`config.mk`:
```
export PLATFORM = sky130hd
export DESIGN_NAME = rr_mutex_arbiter
export DESIGN_NICKNAME = d
export VERILOG_FILES = /design/src/rtl/mutex_arb_pkg.sv /design/src/rtl/req_sync.sv /design/src/rtl/rr_mutex_arbiter.sv
export SDC_FILE = /design/constraint.sdc
export NUM_CORES = 1
export LEC_CHECK = 0
export BUFFER_PORTS_ARGS = -buffer_cell sky130_fd_sc_hd__buf_2
export CAP_MARGIN = 20
export CORE_AREA = 5 5 47 49
export DETAILED_ROUTE_END_ITERATION = 10
export DIE_AREA = 0 0 52 54
export PLACE_DENSITY = 0.82
export SYNTH_ARGS = -nofsm -noshare
export SYNTH_HDL_FRONTEND = slang
export SYNTH_SLANG_ARGS = --single-unit
```
`constraint.sdc`:
```
create_clock -name clk -period 4.1 [get_ports clk]
set_clock_uncertainty 0.15 [all_clocks]
set_input_delay 0.41 -clock clk [delete_from_list [all_inputs] [get_ports clk]]
set_output_delay 0.41 -clock clk [all_outputs]
set_load 0.03 [all_outputs]
```
`src/rtl/mutex_arb_pkg.sv`:
```
// Shared definitions for mutual-exclusion arbiters: FSM state encoding
// and the width of the grant-hold counter.
package mutex_arb_pkg;

    typedef enum logic [1:0] {
        IDLE  = 2'b00,
        GRANT = 2'b01,
        GAP   = 2'b10
    } arb_state_e;

    localparam int HOLD_W = 16;

endpackage

```
`src/rtl/req_sync.sv`:
```
// Single-bit flop-chain synchronizer for an asynchronous request line.
module req_sync #(
    parameter int SYNC_STAGES = 2
) (
    input  logic clk,
    input  logic rst_n,
    input  logic d,
    output logic q
);

    logic [SYNC_STAGES-1:0] sync_r;

    // shift the raw input through the chain; all stages clear on reset
    always_ff @(posedge clk or negedge rst_n) begin
        if (!rst_n) begin
            sync_r <= '0;
        end else begin
            sync_r <= {sync_r[SYNC_STAGES-2:0], d};
        end
    end

    assign q = sync_r[SYNC_STAGES-1];

endmodule

```
`src/rtl/rr_mutex_arbiter.sv`:
```
// Round-robin mutual-exclusion arbiter for asynchronous 4-phase requesters.
// Requests are synchronized, one owner is granted at a time, and every
// grant is followed by a guaranteed all-zero gap. An optional hold limit
// revokes a grant and masks the owner until it withdraws its request.
module rr_mutex_arbiter
    import mutex_arb_pkg::*;
#(
    parameter int                N           = 4,
    parameter int                SYNC_STAGES = 2,
    parameter logic [HOLD_W-1:0] MAX_HOLD    = 16'd0
) (
    input  logic                 clk,
    input  logic                 reset,
    input  logic [N-1:0]         req,
    output logic [N-1:0]         grant,
    output logic [$clog2(N)-1:0] owner,
    output logic                 busy,
    output logic                 timeout_err
);

    localparam int             OW       = $clog2(N);
    localparam logic [OW-1:0]  LAST_IDX = OW'(N - 1);
    localparam logic [OW-1:0]  IDX_ONE  = OW'(1'b1);

    logic [N-1:0]        req_s;
    logic [N-1:0]        eligible_s;

    arb_state_e          state_r, state_next_s;
    logic [N-1:0]        grant_r, grant_next_s;
    logic [OW-1:0]       owner_r, owner_next_s;
    logic [OW-1:0]       ptr_r, ptr_next_s;
    logic [N-1:0]        mask_r, mask_next_s;
    logic [HOLD_W-1:0]   hold_r, hold_next_s;
    logic                busy_r;
    logic                timeout_r, timeout_next_s;

    logic                found_hi_s, found_lo_s, found_s;
    logic [OW-1:0]       win_hi_s, win_lo_s, winner_s;
    logic [OW-1:0]       next_idx_s;
    logic                hold_expired_s;

    for (genvar gi = 0; gi < N; gi++) begin : g_sync
        req_sync #(
            .SYNC_STAGES (SYNC_STAGES)
        ) u_req_sync (
            .clk   (clk),
            .rst_n (reset),
            .d     (req[gi]),
            .q     (req_s[gi])
        );
    end

    assign eligible_s     = req_s & ~mask_r;
    assign next_idx_s     = (owner_r == LAST_IDX) ? '0 : owner_r + IDX_ONE;
    assign hold_expired_s = (MAX_HOLD != 16'd0) && (hold_r == (MAX_HOLD - 16'd1));

    // round-robin pick: lowest eligible index at or above ptr, else lowest overall
    always_comb begin
        found_hi_s = 1'b0;
        found_lo_s = 1'b0;
        win_hi_s   = '0;
        win_lo_s   = '0;
        for (int j = N - 1; j >= 0; j--) begin
            found_lo_s = found_lo_s | eligible_s[j];
            win_lo_s   = eligible_s[j] ? OW'(j) : win_lo_s;
            found_hi_s = found_hi_s | (eligible_s[j] && (j >= int'(ptr_r)));
            win_hi_s   = (eligible_s[j] && (j >= int'(ptr_r))) ? OW'(j) : win_hi_s;
        end
        found_s  = found_lo_s;
        winner_s = found_hi_s ? win_hi_s : win_lo_s;
    end

    // next-state and next-output logic of the IDLE/GRANT/GAP handshake FSM
    always_comb begin
        state_next_s   = state_r;
        grant_next_s   = grant_r;
        owner_next_s   = owner_r;
        ptr_next_s     = ptr_r;
        hold_next_s    = hold_r;
        timeout_next_s = 1'b0;
        mask_next_s    = mask_r & req_s;
        case (state_r)
            IDLE: begin
                hold_next_s = 16'd0;
                if (found_s) begin
                    grant_next_s           = '0;
                    grant_next_s[winner_s] = 1'b1;
                    owner_next_s           = winner_s;
                    state_next_s           = GRANT;
                end else begin
                    grant_next_s = '0;
                    owner_next_s = '0;
                end
            end
            GRANT: begin
                if (!req_s[owner_r]) begin
                    grant_next_s = '0;
                    owner_next_s = '0;
                    ptr_next_s   = next_idx_s;
                    state_next_s = GAP;
                end else if (hold_expired_s) begin
                    // revoke: owner stays masked until it lets go of req
                    grant_next_s         = '0;
                    owner_next_s         = '0;
                    ptr_next_s           = next_idx_s;
                    timeout_next_s       = 1'b1;
                    mask_next_s[owner_r] = 1'b1;
                    state_next_s         = GAP;
                end else begin
                    hold_next_s = hold_r + 16'd1;
                end
            end
            GAP: begin
                grant_next_s = '0;
                owner_next_s = '0;
                state_next_s = IDLE;
            end
            default: begin
                grant_next_s = '0;
                owner_next_s = '0;
                state_next_s = IDLE;
            end
        endcase
    end

    // state and registered outputs; async reset clears everything at once
    always_ff @(posedge clk or negedge reset) begin
        if (!reset) begin
            state_r   <= IDLE;
            grant_r   <= '0;
            owner_r   <= '0;
            ptr_r     <= '0;
            mask_r    <= '0;
            hold_r    <= '0;
            busy_r    <= 1'b0;
            timeout_r <= 1'b0;
        end else begin
            state_r   <= state_next_s;
            grant_r   <= grant_next_s;
            owner_r   <= owner_next_s;
            ptr_r     <= ptr_next_s;
            mask_r    <= mask_next_s;
            hold_r    <= hold_next_s;
            busy_r    <= |grant_next_s;
            timeout_r <= timeout_next_s;
        end
    end

    assign grant       = grant_r;
    assign owner       = owner_r;
    assign busy        = busy_r;
    assign timeout_err = timeout_r;

endmodule

```
==> results.cfg <==
[drt]
wl_per_cell_um = 14.3
drcViolationCount = 0
ant_nets = 0
avgViaCountPerCell = 5.46
routed_wl_um = 1690
first_iter_violations = 13
dr.pass1.iters = 6
via_count = 644

[placed_design]
dp_slack_ns = 2.28
gp_congestion = 0.848
placed_area_mm2 = 0.00105
port_buffers = 12
dp_hpwl_um = 1230

[worst_setup_path]
crit_type = register to register
slowest_delay_ns = 0.61
reg2reg_depth = 3
crit_start = owner[1]
crit_slowest_cell = mux4_2
end_kind = register
worstPathCellList = mux4_2 > nor3_4 > mux2_4
required_ns = 4.15
worstPathArrival_ns = 1.88
crit_path_start_kind = register
r2r-end = ptr_r[0]
cp_max_fo = 6
timing.rr.start = owner[1]
rrSetupSlack_ns = 2.27

[synth]
avgSynthCellArea_um2 = 12.9
synth_top_area_share_pct = 59.4
yosysUniqueCellTypes = 30
synth-warning-count = 0
ys_top_cells_by_area = dfrtp_1, o41ai_2, and2_1
synth_edf_count = 0
synth_fp_nets = 82
synth_top_cell_by_area = dfrtp_1
async_reset_ff_share_pct = 100
synth_area_um2 = 968
synth_seq_cells = 23
synthCells = 75
yosysSeqAreaShare_pct = 59.4
synth_ff_type = dfrtp_1

[clock_tree]
cts_root_buffer = clkbuf_4
cts_repair_resize_count = 0
cts.sinks = 23
cts-buffers-inserted = 3
cts_buffer_depth = 2
clk_pin_slew_ns = 0.11
cts_tree = built
worstSkewPairLatency_ns = 0.30
ctsHtreeMaxLevel = 1

[power]
sw_frac_of_total_pct = 40.2
clkPwrFrac_pct = 14.4
internal_power_w = 0.000412
seqPwrFrac_pct = 47.5
p_switching_w = 0.000277
leakagePower_nw = 0.509
vdd_drop_max_v = 0.000373
power_density_mw_per_mm2 = 631
p_comb_share_pct = 38.1

[worst_hold_path]
min_path_cells = 1
hold_class = input port to register
hold_end = g_sync[1].u_req_sync.sync_r[0]
hold_start = req[1]

[outcome]
outcome = finished, final reports clean

[layout]
syn2layout_area_growth_pct = 12.7
antennaDiodeCount = 0
nFillCells = 147
drive_gt1_share_pct = 26.4
finalNetCount = 99
final_cell_area_mm2 = 0.00109

[sta]
finalMaxSlewViolations = 0
fin_setup_tns_ns = 0
hold_viol = 0
setup_slack_ns = 2.27
max_freq_mhz = 548
min_period_ns = 1.83
finalCritPeriodShare_pct = 44.5
finalSetupViolations = 0
rsz0062_at_grt = no
hold_slack_ns = 0.0527

[floorplanning]
dieArea_mm2 = 0.00281
die_y_um = 54
initial_core_util_pct = 53.2
coreArea_mm2 = 0.00182
pin_count = 14
die_w_um = 52
rows = 16

[grt]
grt_max_degree = 24
antenna_found_initial = 0
grt_pass1_vias = 659
grt_remaining_overflow = 0
grtUsageTotal_pct = 14.9
grt_pass1_wl_um = 2990

[flow_run]
maxCapViolCount = 0
-- final cells by class --
cell class              instances  area, um2  share of cell area, %
inverters                       3       11.3                   1.03
well taps                      27       33.8                   3.10
multi-input cells              48        374                   34.3
flip-flops and latches         23        576                   52.8
clock buffers                   4       26.3                   2.41
repair buffers                 13       70.1                   6.42
-- state kept, by name, indices dropped and copies added, names as in the netlist --
| name | flops |
|---|---|
| busy | 1 |
| state_r | 2 |
| owner | 2 |
| ptr_r | 2 |
| mask_r | 4 |
| grant | 4 |
| g_sync.u_req_sync.sync_r | 8 |
-- cell usage in the layout, fill, tap and decap left out, types with 3 or more instances in the layout --
master / netlist / routed
nand2_1: 5 / 5
o21ai_0: 3 / 3
nor2b_1: 4 / 4
and2_1: 4 / 4
buf_2: 0 / 12
dfrtp_1: 23 / 23
nand3_1: 3 / 3
inv_1: 3 / 3
nor2_1: 3 / 3
clkbuf_4: 0 / 3
-- synthesized netlist by cell type (2+ instances only) --
| cell | instances |
|---|---|
| dfrtp_1 | 23 |
| nand2_1 | 5 |
| and2_1 | 4 |
| nor2b_1 | 4 |
| inv_1 | 3 |
| nand3_1 | 3 |
| nor2_1 | 3 |
| o21ai_0 | 3 |
| a211oi_1 | 2 |
| a32o_1 | 2 |
| nand2b_1 | 2 |
| nor3b_1 | 2 |
| o41ai_2 | 2 |
-- worst max-delay path by stage --
stage | to | slack, ns | cells after the start
finish | ptr_r[0] | 2.27 | 3
CTS | ptr_r[0] | 2.26 | 3
global placement | ptr_r[0] | 2.35 | 3
global route | ptr_r[0] | 2.18 | 3
detailed placement | ptr_r[0] | 2.28 | 3
floorplan | ptr_r[0] | 2.17 | 3
-- worst max-delay path, delay by kind of cell, from the launching register on --
kind,cells,cell delay [ns]
and+or+nand+nor,1,0.21
muxes,2,0.93
DFF,1,0.44
-- cell families after synthesis --
group / share of synthesized area (%)
adder cells (fa/ha/maj): 1.29
AND/OR/NAND/NOR: 17.2
multiplexers: 3.88
AO/OA/AOI/OAI: 15.9
flip-flops: 59.4
other: 0.387
buffers and inverters: 1.94
-- power by group through the flow --
stage | clock network [W] | registers [W] | logic [W]
after floorplan | 0 | 0.000375 | 0.000143
after global placement | 0 | 0.000329 | 0.000255
after detailed placement | 0 | 0.000331 | 0.000260
after CTS | 0.000103 | 0.000327 | 0.000263
after global routing | 0.000110 | 0.000337 | 0.000289
final | 0.0000990 | 0.000327 | 0.000262
-- what timing repair did --
action / 4_1_cts / 5_1_grt
endpoints found under the hold margin: 23 / 0
hold buffers: 1 / 0
buffers inserted: 0 / 0
-- layer usage --
metal  track usage [%]  part of all wire (%)  vias to the layer above  wire length, um
met5                 0                     0                        -                0
met4              7.86                   1.2                        0               21
met3              3.32                   4.4                        4               74
met2              24.7                    48                       18              810
met1              18.3                    46                      318              786
li1                  -                     -                      304                -
-- stage by stage --
step                      total power [W]  utilization [%]  std cells
after floorplan                  0.000518                -         75
after global placement           0.000583             57.9        113
after detailed placement         0.000592             57.9        113
after CTS                        0.000693             59.9        118
after global routing             0.000736             59.9        118
final                            0.000688             59.9        118
Note: power is estimated with default switching activity, not from simulation.
